### src/rtl/mul_pkg.sv
// Shared constants and types for the multiply datapath normalize/round stage.
// Holds field widths, the finite-exponent and mantissa saturation values, the
// stage-1 pipeline record, and a helper that widens the incoming exponent.
package mul_pkg;

  localparam int EXP_W  = 8;    // output biased exponent width
  localparam int MAN_W  = 12;   // output mantissa width, hidden bit at MAN_W-1
  localparam int PROD_W = 16;   // input product width
  localparam int EIN_W  = 10;   // incoming signed exponent width
  localparam int EINT_W = 11;   // internal signed exponent width (room for +1 +1)

  localparam int              EXP_BIAS       = 127;
  localparam logic [EXP_W-1:0] EXP_MAX_FINITE = 8'd254;
  localparam logic [MAN_W-1:0] MAN_MAX        = 12'hFFF;

  // First exponent value that no longer fits a finite result (all-ones field).
  localparam logic [EINT_W-1:0] EXP_OVF = EINT_W'(2 * EXP_BIAS + 1);

  // Stage-1 pipeline record: normalized exponent plus the rounding fields.
  typedef struct packed {
    logic              valid;
    logic              sign;
    logic              zero;
    logic [EINT_W-1:0] e;
    logic [MAN_W-1:0]  keep;
    logic              guard;
    logic              sticky;
  } stage1_t;

  // Sign-extend the incoming exponent to the internal width.
  function automatic logic [EINT_W-1:0] sext_exp(input logic [EIN_W-1:0] x);
    return {x[EIN_W-1], x};
  endfunction

endpackage

### src/rtl/mul_norm_round_if.sv
// Datapath bus between the mantissa multiplier and the normalize/round stage.
//   in_valid/in_sign/in_exp/in_man : multiplier result fields (master drives)
//   out_valid/out_sign/out_exp/out_man/out_inexact : rounded result (slave drives)
interface mul_norm_round_if;
  import mul_pkg::*;

  logic              in_valid;
  logic              in_sign;
  logic [EIN_W-1:0]  in_exp;
  logic [PROD_W-1:0] in_man;

  logic              out_valid;
  logic              out_sign;
  logic [EXP_W-1:0]  out_exp;
  logic [MAN_W-1:0]  out_man;
  logic              out_inexact;

  modport master (
    output in_valid, in_sign, in_exp, in_man,
    input  out_valid, out_sign, out_exp, out_man, out_inexact
  );

  modport slave (
    input  in_valid, in_sign, in_exp, in_man,
    output out_valid, out_sign, out_exp, out_man, out_inexact
  );
endinterface

### src/rtl/mul_round_rne.sv
// Combinational round-to-nearest-even on an already normalized mantissa.
//   keep    : 12-bit mantissa to keep (hidden bit at MSB)
//   guard   : first bit below keep
//   sticky  : OR of the remaining visible bits
//   man     : rounded mantissa (0x800 when rounding overflows the field)
//   carry   : rounding overflowed; caller bumps the exponent
//   inexact : any discarded bit was set
module mul_round_rne
  import mul_pkg::*;
(
  input  logic [MAN_W-1:0] keep,
  input  logic             guard,
  input  logic             sticky,
  output logic [MAN_W-1:0] man,
  output logic             carry,
  output logic             inexact
);

  logic             round_up;
  logic [MAN_W:0]   sum;

  // Increment on above-half, or on exact half when keep is odd (ties to even).
  always_comb begin
    round_up = guard & (sticky | keep[0]);
    sum      = {1'b0, keep} + {{MAN_W{1'b0}}, round_up};
    carry    = sum[MAN_W];
    inexact  = guard | sticky;
    if (sum[MAN_W]) begin
      man = {1'b1, {(MAN_W-1){1'b0}}};
    end else begin
      man = sum[MAN_W-1:0];
    end
  end

endmodule

### src/rtl/mul_norm_round.sv
// Normalize-and-round stage after the mantissa multiplier.
// Two-stage pipeline: stage 1 normalizes and splits the round fields,
// stage 2 rounds, resolves exponent overflow/underflow and registers outputs.
//   clk, rst      : clock, synchronous active-high reset
//   bus (slave)   : input product fields and registered result fields
//   flag_clr      : clear sticky flags (a result flagging on the same edge wins)
//   flag_ovf/unf/nx : sticky overflow / underflow / inexact
module mul_norm_round
  import mul_pkg::*;
(
  input  logic              clk,
  input  logic              rst,
  mul_norm_round_if.slave   bus,
  input  logic              flag_clr,
  output logic              flag_ovf,
  output logic              flag_unf,
  output logic              flag_nx
);

  logic [PROD_W-1:0] n;
  logic [EINT_W-1:0] e_norm;
  logic              zero_in;
  stage1_t           s1;

  logic [MAN_W-1:0]  rnd_man;
  logic              rnd_carry;
  logic              rnd_nx;
  logic [EINT_W-1:0] e_rnd;

  logic [EXP_W-1:0]  res_exp;
  logic [MAN_W-1:0]  res_man;
  logic              res_nx;
  logic              res_ovf;
  logic              res_unf;

  // Normalize: leading one at bit 15 bumps the exponent, at bit 14 shifts up.
  always_comb begin
    zero_in = (bus.in_man[PROD_W-1:PROD_W-2] == 2'b00);
    if (bus.in_man[PROD_W-1]) begin
      n      = bus.in_man;
      e_norm = sext_exp(bus.in_exp) + 11'd1;
    end else begin
      n      = {bus.in_man[PROD_W-2:0], 1'b0};
      e_norm = sext_exp(bus.in_exp);
    end
  end

  // Stage 1 register: fields captured only on valid inputs.
  always_ff @(posedge clk) begin
    if (rst) begin
      s1 <= '0;
    end else begin
      s1.valid <= bus.in_valid;
      if (bus.in_valid) begin
        s1.sign   <= bus.in_sign;
        s1.zero   <= zero_in;
        s1.e      <= e_norm;
        s1.keep   <= n[PROD_W-1:4];
        s1.guard  <= n[3];
        s1.sticky <= |n[2:0];
      end
    end
  end

  mul_round_rne u_rne (
    .keep    (s1.keep),
    .guard   (s1.guard),
    .sticky  (s1.sticky),
    .man     (rnd_man),
    .carry   (rnd_carry),
    .inexact (rnd_nx)
  );

  // Exponent resolve after rounding; e_rnd is treated as signed.
  always_comb begin
    e_rnd   = s1.e + {{(EINT_W-1){1'b0}}, rnd_carry};
    res_exp = 8'd0;
    res_man = 12'd0;
    res_nx  = 1'b0;
    res_ovf = 1'b0;
    res_unf = 1'b0;
    if (s1.zero) begin
      res_exp = 8'd0;
    end else if ($signed(e_rnd) >= $signed(EXP_OVF)) begin
      res_exp = EXP_MAX_FINITE;
      res_man = MAN_MAX;
      res_nx  = 1'b1;
      res_ovf = 1'b1;
    end else if ($signed(e_rnd) <= $signed(11'd0)) begin
      res_nx  = 1'b1;
      res_unf = 1'b1;
    end else begin
      res_exp = e_rnd[EXP_W-1:0];
      res_man = rnd_man;
      res_nx  = rnd_nx;
    end
  end

  // Stage 2 register: outputs hold until the next valid result; flags are sticky.
  always_ff @(posedge clk) begin
    if (rst) begin
      bus.out_valid   <= 1'b0;
      bus.out_sign    <= 1'b0;
      bus.out_exp     <= 8'd0;
      bus.out_man     <= 12'd0;
      bus.out_inexact <= 1'b0;
      flag_ovf        <= 1'b0;
      flag_unf        <= 1'b0;
      flag_nx         <= 1'b0;
    end else begin
      bus.out_valid <= s1.valid;
      if (s1.valid) begin
        bus.out_sign    <= s1.sign;
        bus.out_exp     <= res_exp;
        bus.out_man     <= res_man;
        bus.out_inexact <= res_nx;
      end
      // Clear first, then OR in this edge's result so a coinciding flag survives.
      flag_ovf <= (flag_ovf & ~flag_clr) | (s1.valid & res_ovf);
      flag_unf <= (flag_unf & ~flag_clr) | (s1.valid & res_unf);
      flag_nx  <= (flag_nx  & ~flag_clr) | (s1.valid & res_nx);
    end
  end

endmodule

### src/flat_wrapper.sv
// flat-port wrapper written by rule: the top's interface ports become plain ports
module mul_norm_round_flat import mul_pkg::*;
  (clk, rst, flag_clr, flag_ovf, flag_unf, flag_nx, bus_in_valid, bus_in_sign, bus_in_exp, bus_in_man, bus_out_valid, bus_out_sign, bus_out_exp, bus_out_man, bus_out_inexact);
  mul_norm_round_if bus_i ();
  input  logic clk;
  input  logic rst;
  input  logic flag_clr;
  output logic flag_ovf;
  output logic flag_unf;
  output logic flag_nx;
  input wire logic [$bits(bus_i.in_valid)-1:0] bus_in_valid;
  input wire logic [$bits(bus_i.in_sign)-1:0] bus_in_sign;
  input wire logic [$bits(bus_i.in_exp)-1:0] bus_in_exp;
  input wire logic [$bits(bus_i.in_man)-1:0] bus_in_man;
  output wire logic [$bits(bus_i.out_valid)-1:0] bus_out_valid;
  output wire logic [$bits(bus_i.out_sign)-1:0] bus_out_sign;
  output wire logic [$bits(bus_i.out_exp)-1:0] bus_out_exp;
  output wire logic [$bits(bus_i.out_man)-1:0] bus_out_man;
  output wire logic [$bits(bus_i.out_inexact)-1:0] bus_out_inexact;
  assign bus_i.in_valid = bus_in_valid;
  assign bus_i.in_sign = bus_in_sign;
  assign bus_i.in_exp = bus_in_exp;
  assign bus_i.in_man = bus_in_man;
  assign bus_out_valid = bus_i.out_valid;
  assign bus_out_sign = bus_i.out_sign;
  assign bus_out_exp = bus_i.out_exp;
  assign bus_out_man = bus_i.out_man;
  assign bus_out_inexact = bus_i.out_inexact;
  mul_norm_round u_core (.clk(clk), .rst(rst), .bus(bus_i), .flag_clr(flag_clr), .flag_ovf(flag_ovf), .flag_unf(flag_unf), .flag_nx(flag_nx));
endmodule
### config.mk
export PLATFORM = sky130hd
export DESIGN_NAME = mul_norm_round_flat
export DESIGN_NICKNAME = d
export VERILOG_FILES = /design/src/rtl/mul_pkg.sv /design/src/rtl/mul_norm_round_if.sv /design/src/rtl/mul_round_rne.sv /design/src/rtl/mul_norm_round.sv /design/src/flat_wrapper.sv
export SDC_FILE = /design/constraint.sdc
export NUM_CORES = 1
export LEC_CHECK = 0
export CORE_UTILIZATION = 35
export DETAILED_ROUTE_END_ITERATION = 8
export GPL_ROUTABILITY_DRIVEN = 0
export PLACE_DENSITY_LB_ADDON = 0.05
export SYNTH_ARGS = -nofsm -noshare
export SYNTH_HDL_FRONTEND = slang
export SYNTH_SLANG_ARGS = --single-unit
### constraint.sdc
create_clock -name clk -period 3.5 [get_ports clk]
set_clock_uncertainty 0.2 [all_clocks]
set_input_delay 0.7 -clock clk [delete_from_list [all_inputs] [get_ports clk]]
set_output_delay 0.7 -clock clk [all_outputs]
set_load 0.03 [all_outputs]
Yosys cells after proc, flatten, opt, wreduce, memory -nomap -nowiden
Cells that the tools add are included.
{ "totals": {"ff_bits": 54} }
{ "classes": {"n_addsub": 3, "n_bitwise": 13, "reduce_logical": 2, "order_cmp": 2, "muxes": 17} }
{ "op_table": {"columns": ["op", "n"], "rows": [
  ["two-way mux 12 bit", 4],
  ["two-way mux 8 bit", 3],
  ["two-way mux 16 bit", 1],
  ["adder 12 x 1 -> 13 bit", 1],
  ["adder 10 x 2 -> 11 bit (second input constant)", 1],
  ["adder 11 x 1 -> 11 bit", 1],
  [">= comparator 11 x 9 -> 1 bit (second input constant)", 1],
  ["<= comparator 11 x 1 -> 1 bit (second input constant)", 1],
  ["two-way mux 11 bit", 1],
  ["two-way mux 1 bit", 8],
  ["bitwise AND 1 bit", 7],
  ["OR 1 bit", 5],
  ["OR reduction 3 bit", 1],
  ["logical NOT 2 bit", 1],
  ["NOT 1 bit", 1]
]} }

Longest topological paths before layout
Gate-level depths: netlist of run 1.
{ "depth": {"word_depth": 10, "mapped_depth": 15, "mapped_depth_nobuf": 13} }

Hierarchy
Synthesis of run 1 repeated with hierarchy kept, for this count alone.
{ "unflattened": {"cells_unflattened": 346, "area_unflattened_um2": 2975.4} }
{ "modules_own_cells": {"columns": ["module", "instances", "area_per_inst_um2", "cells_each"], "rows": [
  ["mul_norm_round", 1, 2665.1, 300],
  ["mul_round_rne", 1, 310.3, 46]
]} }

Least setup slack after synthesis of run 1
Ideal clock, no wire load.
{ "synth_timing": {"path_kind": "register -> register", "from": "register u_core.s1[2] (netlist name)", "to": "register u_core.bus.out_inexact", "setup_time_ps": 122, "t_arrival_ps": 3152, "slack_ps": 26, "synth_period_minus_slack_ps": 3474, "required_ps": 3178, "stages_incl_launch_ff": 15, "path_cell_list": "dfxtp_1 o21a_1 ha_1 ha_1 nand3_1 nor2_1 and3_1 clkbuf_1 ha_1 ha_1 nand3_2 o31a_1 or4_4 a2111oi_4 o21ai_2"} }
{ "synth_between": {"elab_chain_len": 8, "word_cells_on_any_way": 9, "classes_between": "2 x add/sub; 2 x order compare; 3 x mux; 2 x bitwise"} }
{ "synth_rtl": {"columns": ["element", "line", "source"], "rows": [
  ["OR 1 bit", "mul_round_rne.sv:24", "round_up = guard & (sticky | keep[0]);"],
  ["bitwise AND 1 bit", "mul_round_rne.sv:24", null],
  ["adder 12 x 1 -> 13 bit (*)", "mul_round_rne.sv:25", "sum = {1'b0, keep} + {{MAN_W{1'b0}}, round_up};"],
  ["adder 11 x 1 -> 11 bit (*)", "mul_norm_round.sv:76", "e_rnd = s1.e + {{(EINT_W-1){1'b0}}, rnd_carry};"],
  ["<= comparator 11 x 1 -> 1 bit", "mul_norm_round.sv:89", "end else if ($signed(e_rnd) <= $signed(11'd0)) begin"],
  ["two-way mux 1 bit", "mul_norm_round.sv:89", null],
  ["two-way mux 1 bit (*)", "mul_norm_round.sv:84", "end else if ($signed(e_rnd) >= $signed(EXP_OVF)) begin"],
  ["two-way mux 1 bit (*)", "mul_norm_round.sv:82", "if (s1.zero) begin"],
  ["end signal: assignment", "mul_norm_round.sv:116", "bus.out_inexact <= res_nx;"],
  ["end: declaration", "mul_norm_round_if.sv:25", "output out_valid, out_sign, out_exp, out_man, out_inexact"]
]} }
Every way passes the cells marked *; elsewhere a longest branch is shown, timed or not.
A chain may end at the register's enable or synchronous reset.

Final worst setup path of run 1
{ "layout_timing": {"from": "register u_core.s1[2] (netlist name)", "to": "register u_core.bus.out_inexact"} }
{ "layout_between": {"elab_chain_len": 8, "word_cells_on_any_way": 9, "classes_between": "2 x add/sub; 2 x order compare; 3 x mux; 2 x bitwise"} }
{ "layout_rtl": {"columns": ["element", "line"], "rows": [
  ["OR 1 bit", "mul_round_rne.sv:24"],
  ["bitwise AND 1 bit", "mul_round_rne.sv:24"],
  ["adder 12 x 1 -> 13 bit (*)", "mul_round_rne.sv:25"],
  ["adder 11 x 1 -> 11 bit (*)", "mul_norm_round.sv:76"],
  ["<= comparator 11 x 1 -> 1 bit", "mul_norm_round.sv:89"],
  ["two-way mux 1 bit", "mul_norm_round.sv:89"],
  ["two-way mux 1 bit (*)", "mul_norm_round.sv:84"],
  ["two-way mux 1 bit (*)", "mul_norm_round.sv:82"]
]} }
Marks and branches as above.

==> results.ini, run 1 <==
[status]
status = finished clean

[drt]
routed_via_density = 4.947
num_vias = 2404
wl_met3_um = 229
wire_per_inst_um = 12.86
drt_pass1_iterations = 5
drc_errors = 0
ant_nets = 0
drtIter0Drc = 73
met2WireLength_um = 2442
wl_met1_um = 3479
maxUsedRoutingLayer = met4
drt-total-wl_um = 6248

[timing]
max_slew_margin_pct = 61.07
fin_crit_ns = 3.352
finalSetupTns_ns = 0
hold_ws_ns = 0.2496
fmax_mhz = 298.4
tightest_slew_ns = 0.5819
hold_viol = 0
fin_ws_ns = 0.1483
setup_viol = 0
slew_viol_final = 0
finalCritPeriodShare_pct = 95.76

[clock_network]
hold_buffers = 0
cts-root-buf = clkbuf_8
cts_max_path_buffers = 2
worstSkewPairLatency_ns = 0.30
clk_pin_slew_ns = 0.10
cts_sinks = 54
cts_tree = yes
htree_num_levels = 2
cts_buffers = 5

[power]
internal-power_mw = 1.025
leakage_nw = 1.364
powerDensity_nw_per_um2 = 381.7
seq_power_share_pct = 49.5
p_switching_mw = 0.3882
clock_power_share_pct = 31.1
comb_power_share_pct = 19.4
total_power_mw = 1.414
switching_share_pct = 27.47
peakVddDrop_mv = 0.1562

[global_route]
grt_pass1_wl_um = 10470
grt_use_total_pct = 15.36
antenna_found_initial = 0
overflow = 0
grt_start_max_net_pins = 54
grt_pass1_vias = 2074

[placement]
hpwl_um = 4713
place_inst = 473
portBuffers = 56
place_worst_setup_slack_ns = 0.02843
placed_area_um2 = 3503

[synth]
ys_ff_latch = 54
synth.area.top_cells = dfxtp_1 (38%), a211oi_1 (6.1%), mux2i_1 (5.7%)
syn_nets = 362
ys.flop_type = dfxtp_1
synth_area_leader_cell = dfxtp_1
synth_area_um2 = 2820
synth_top_area_share_pct = 38.33
ys_types = 54
synth.avg_cell_area_um2 = 8.678
synth_edf_count = 0
synth_common_cells = dfxtp_1 (54), nor2_1 (41), nand2_1 (34)
ys_async_sr_fraction_pct = 0
synth_warnings = 0
yosysSeqAreaShare_pct = 38.33
syn_inst = 325
synth_most_common_cell = dfxtp_1

[setup_path]
r2r_cells = 13
arrival_ns = 3.34
cp_cell_sequence = o21a_1 -> ha_2 -> ha_4 -> nand3_1 -> nor2_1 -> and3_4 -> ha_1 -> ha_2 -> nand3_4 -> o31a_1 -> or4_4 -> a2111oi_4 -> o21ai_2
cpMostUsedCell = ha_2
critPathLaunchType = register
crit_required_ns = 3.49
max_stage_delay_ns = 0.51
cp-end-kind = register
cpMaxStageDelayCell = or4_4
path_buf_inv = 0
cpLargestDelayFamily = simple AND/OR/NAND/NOR gates
path_depth = 13
crit_type = register to register
crit_fanout = 7

[final_layout]
diodes = 0
syn_to_final_growth_pct = 31.32
fillers = 794
finalInstanceArea_um2 = 3704
finalCoreUtilization_pct = 47.68
drive_above_1_share_pct = 11.98
finalNonFillerCells = 486
nets = 420

[min_path]
holdPathStages = 2
hp-class = register to register

[die]
ios = 57
die_h_um = 91.77
start_util_pct = 36.31
num_rows = 32
design.core.area_um2 = 7767
dieArea_um2 = 8421
die_width_um = 91.77

[flow_run]
max_cap_violations = 0

==> tightest hold or removal path, stage by stage, from the launching register on <==
cell     delay, ns
dfxtp_1       0.32
nand2_1       0.05
o21ai_1       0.05
==> flip-flops by register name (all words and copies together) (netlist names) <==
register,cells
u_core.bus.out_man,12
u_core.flag_unf,1
u_core.s1,28
u_core.bus.out_valid,1
u_core.bus.out_exp,8
u_core.flag_ovf,1
u_core.flag_nx,1
u_core.bus.out_sign,1
u_core.bus.out_inexact,1
==> power by group through the flow <==
| stage | registers [mW] | clock network (mW) | logic [mW] |
|---|---|---|---|
| detailed placement | 0.712 | 0 | 0.271 |
| global route | 0.708 | 0.485 | 0.300 |
| finish | 0.700 | 0.440 | 0.274 |
| floorplan | 0.731 | 0 | 0.141 |
| global placement | 0.711 | 0 | 0.270 |
| CTS | 0.698 | 0.455 | 0.272 |
==> area by class of cell <==
cell class | instances | area [um2] | area share (%)
multi-input combinational | 243 | 1655 | 44.70
sequential | 54 | 1085 | 29.29
timing repair buffer | 74 | 695.7 | 18.78
tap | 102 | 127.6 | 3.446
clock buffer | 6 | 82.58 | 2.230
clock inverter | 2 | 38.79 | 1.047
inverter | 5 | 18.77 | 0.5068
==> final timing paths <==
check / endpoint / slack (ns) / start
worst max-delay path: u_core.bus.out_inexact / 0.15 / u_core.s1[2]
worst min-delay path: u_core.bus.out_exp[0] / 0.25 / u_core.bus.out_exp[0]
worst max register to register: u_core.bus.out_inexact / 0.15 / u_core.s1[2]
worst min register to register: u_core.bus.out_exp[0] / 0.25 / u_core.bus.out_exp[0]
==> cells by family after synthesis <==
family / synth area share (%)
fa+ha+maj: 2.662
compound gates: 18.32
mux: 5.679
simple gates: 23.25
xor+xnor: 7.453
flops: 38.33
buf+inv: 4.303
==> cell usage in the layout (no fill, tap or decap), drive strengths merged, types with 2 or more instances in the layout <==
| master | n |
|---|---|
| dfxtp | 54 |
| nand4 | 6 |
| mux2i | 16 |
| nor2b | 5 |
| or4 | 2 |
| nand3 | 11 |
| o21ai | 17 |
| buf | 18 |
| o31ai | 2 |
| xnor2 | 10 |
| nor4 | 3 |
| nor3 | 6 |
| clkdlybuf4s50 | 56 |
| ha | 6 |
| a311oi | 2 |
| a211oi | 23 |
| or3 | 3 |
| o211ai | 6 |
| inv | 6 |
| and2 | 2 |
| a21oi | 3 |
| nor2 | 41 |
| nand2b | 3 |
| o311ai | 6 |
| xor2 | 14 |
| clkbuf | 6 |
| nand2 | 34 |
| and3 | 7 |
==> repair_timing <==
item                                    in CTS  in global routing
setup buffers                                0                  5
endpoints found under the setup margin       0                 24
gates resized for setup                      0                 11
==> routing by layer <==
layer / vias up / GRT usage [%]
met1: 1065 / 23.63
met4: 0 / 4.948
met2: 51 / 21.37
met5: - / 0
li1: 1280 / -
met3: 8 / 2.570
Note: power is estimated with default switching activity, not from simulation.
==> run 2: changes to the inputs <==
CORE_UTILIZATION = 45   (was 35)
==> run 2 against run 1 <==
Against the previous run: via count decreased by 0.58%; die area shrank 22%; register-to-register slack better by 0.02 ns; non-clock buffer count decreased by 4; combinational power about the same; sequential power barely moved; clock-buffer cell count stayed put; critical path type unchanged; total power is 5.6% lower.
==> results.ini, run 2 (synthesized netlist as in run 1, its figures left out) <==
[status]
status = finished clean

[setup_path]
r2r_start = u_core.s1[1]
critPathLaunchType = register
r2r_slack_ns = 0.17
regToRegEndpoint = u_core.flag_nx
cp-end-kind = register
max_stage_delay_ns = 0.51
arrival_ns = 3.33
r2r_cells = 13
crit_fanout = 9
cp_cell_sequence = o21a_1 -> ha_1 -> ha_2 -> nand3_1 -> nor2_1 -> and3_1 -> ha_1 -> ha_2 -> nand3_4 -> o31a_1 -> or4_4 -> a2111oi_4 -> o21ai_2
cpMaxStageDelayCell = or4_4
crit_type = register to register
crit_required_ns = 3.50

[power]
total_power_mw = 1.335
clock_power_share_pct = 27.3
leakage_nw = 1.338
internal-power_mw = 0.9477
powerDensity_nw_per_um2 = 369.6
seq_power_share_pct = 52.4
switching_share_pct = 29.01
peakVddDrop_mv = 0.1835
comb_power_share_pct = 20.4
p_switching_mw = 0.3873

[timing]
tightest_slew_ns = 0.4943
finalCritPeriodShare_pct = 95.24
fin_crit_ns = 3.333
fmax_mhz = 300.0
slew_viol_final = 0
fin_ws_ns = 0.1668
hold_viol = 0
max_slew_margin_pct = 67.04
setup_viol = 0

[die]
ios = 57
die_h_um = 81.17
start_util_pct = 47.08
die_width_um = 81.17
num_rows = 28
design.core.area_um2 = 5991
dieArea_um2 = 6588

[flow_run]
max_cap_violations = 0

[drt]
drt-total-wl_um = 6024
drtIter0Drc = 67
num_vias = 2390
routed_via_density = 5.253
drt_pass1_iterations = 4
drc_errors = 0
ant_nets = 0
wire_per_inst_um = 13.24

[final_layout]
syn_to_final_growth_pct = 28.08
reg_top3 = u_core.s1 (28), u_core.bus.out_man (12), u_core.bus.out_exp (8)
diodes = 0
final_cell_mix = clkdlybuf4s50_1 (56), dfxtp_1 (51), nor2_1 (41)
drive_above_1_share_pct = 11.32
nets = 416
largest_reg_flops = 28
mostFrequentLayoutCell = clkdlybuf4s50_1
finalNonFillerCells = 455
top_register = u_core.s1

[placement]
portBuffers = 56
hpwl_um = 4578
place_inst = 445
place_worst_setup_slack_ns = 0.03082

[global_route]
grt_pass1_wl_um = 9977
antenna_found_initial = 0
grt_start_max_net_pins = 54
overflow = 0
grt_use_total_pct = 19.46
grt_pass1_vias = 2108

[clock_network]
worstSkewPairLatency_ns = 0.31
cts_max_path_buffers = 2
cts_buffers = 5
clk_pin_slew_ns = 0.10
cts_sinks = 54
htree_num_levels = 2
cts_tree = yes
hold_buffers = 0
cts-root-buf = clkbuf_8

[min_path]
worstHoldStart = u_core.bus.out_exp[0]
hold_end = u_core.bus.out_exp[0]
holdPathStages = 2
hp-class = register to register

==> run 2: power by group through the flow <==
stage	clock (mW)	sequential [mW]	combinational (mW)
after floorplan	0	0.731	0.141
after global placement	0	0.710	0.267
after detailed placement	0	0.712	0.269
after CTS	0.371	0.698	0.270
after global routing	0.400	0.707	0.298
final	0.364	0.699	0.272
==> run 2: repair_timing <==
action / CTS / global route
resized for setup: 0 / 13
buffers inserted: 0 / 2
setup endpoints to repair: 0 / 17
==> run 2: layout make-up <==
| class | instances | area (um2) |
|---|---|---|
| well taps | 75 | 93.84 |
| multi-input cells | 243 | 1654 |
| fillers | 554 | 2379 |
| repair buffers | 70 | 665.6 |
| inverters | 5 | 18.77 |
| flip-flops and latches | 54 | 1085 |
| clock buffers | 6 | 82.58 |
| clock inverters | 2 | 12.51 |
==> run 2: metrics by stage <==
stage	util, %	cell area [um2]	setup TNS (ns)	hold WS, ns
floorplan	-	2820	0	0.2601
finish	60.30	3612	0	0.2513
global route	60.30	3612	-0.03514	0.2797
global placement	57.79	3462	0	0.2378
CTS	59.38	3557	0	0.2539
detailed placement	57.79	3462	0	0.2408
==> run 2: worst max-delay path by stage <==
stage                            start  depth (start not counted)                      to  slack (ns)
after global routing      u_core.s1[1]                         13          u_core.flag_nx       -0.03
after global placement    u_core.s1[2]                         13   u_core.bus.out_man[3]        0.15
after CTS                 u_core.s1[1]                         13   u_core.bus.out_man[3]        0.02
after floorplan           u_core.s1[2]                         14  u_core.bus.out_inexact        0.03
final                     u_core.s1[1]                         13          u_core.flag_nx        0.17
after detailed placement  u_core.s1[1]                         13   u_core.bus.out_man[3]        0.03
==> run 2: worst max-delay path: cells and delay by family (launching register included) <==
kind / cells / cell delay, ns
AND/OR/NAND/NOR: 5 / 1.03
AO/OA/AOI/OAI: 4 / 0.86
adder cells (fa/ha/maj): 4 / 0.79
flip-flops: 1 / 0.35
==> run 2: layer usage <==
layer	wire length [um]	vias to the layer above	track usage, %
li1	-	1280	-
met4	72	0	6.429
met2	2541	54	28.91
met3	207	7	3.483
met1	3203	1049	28.05
met5	0	-	0
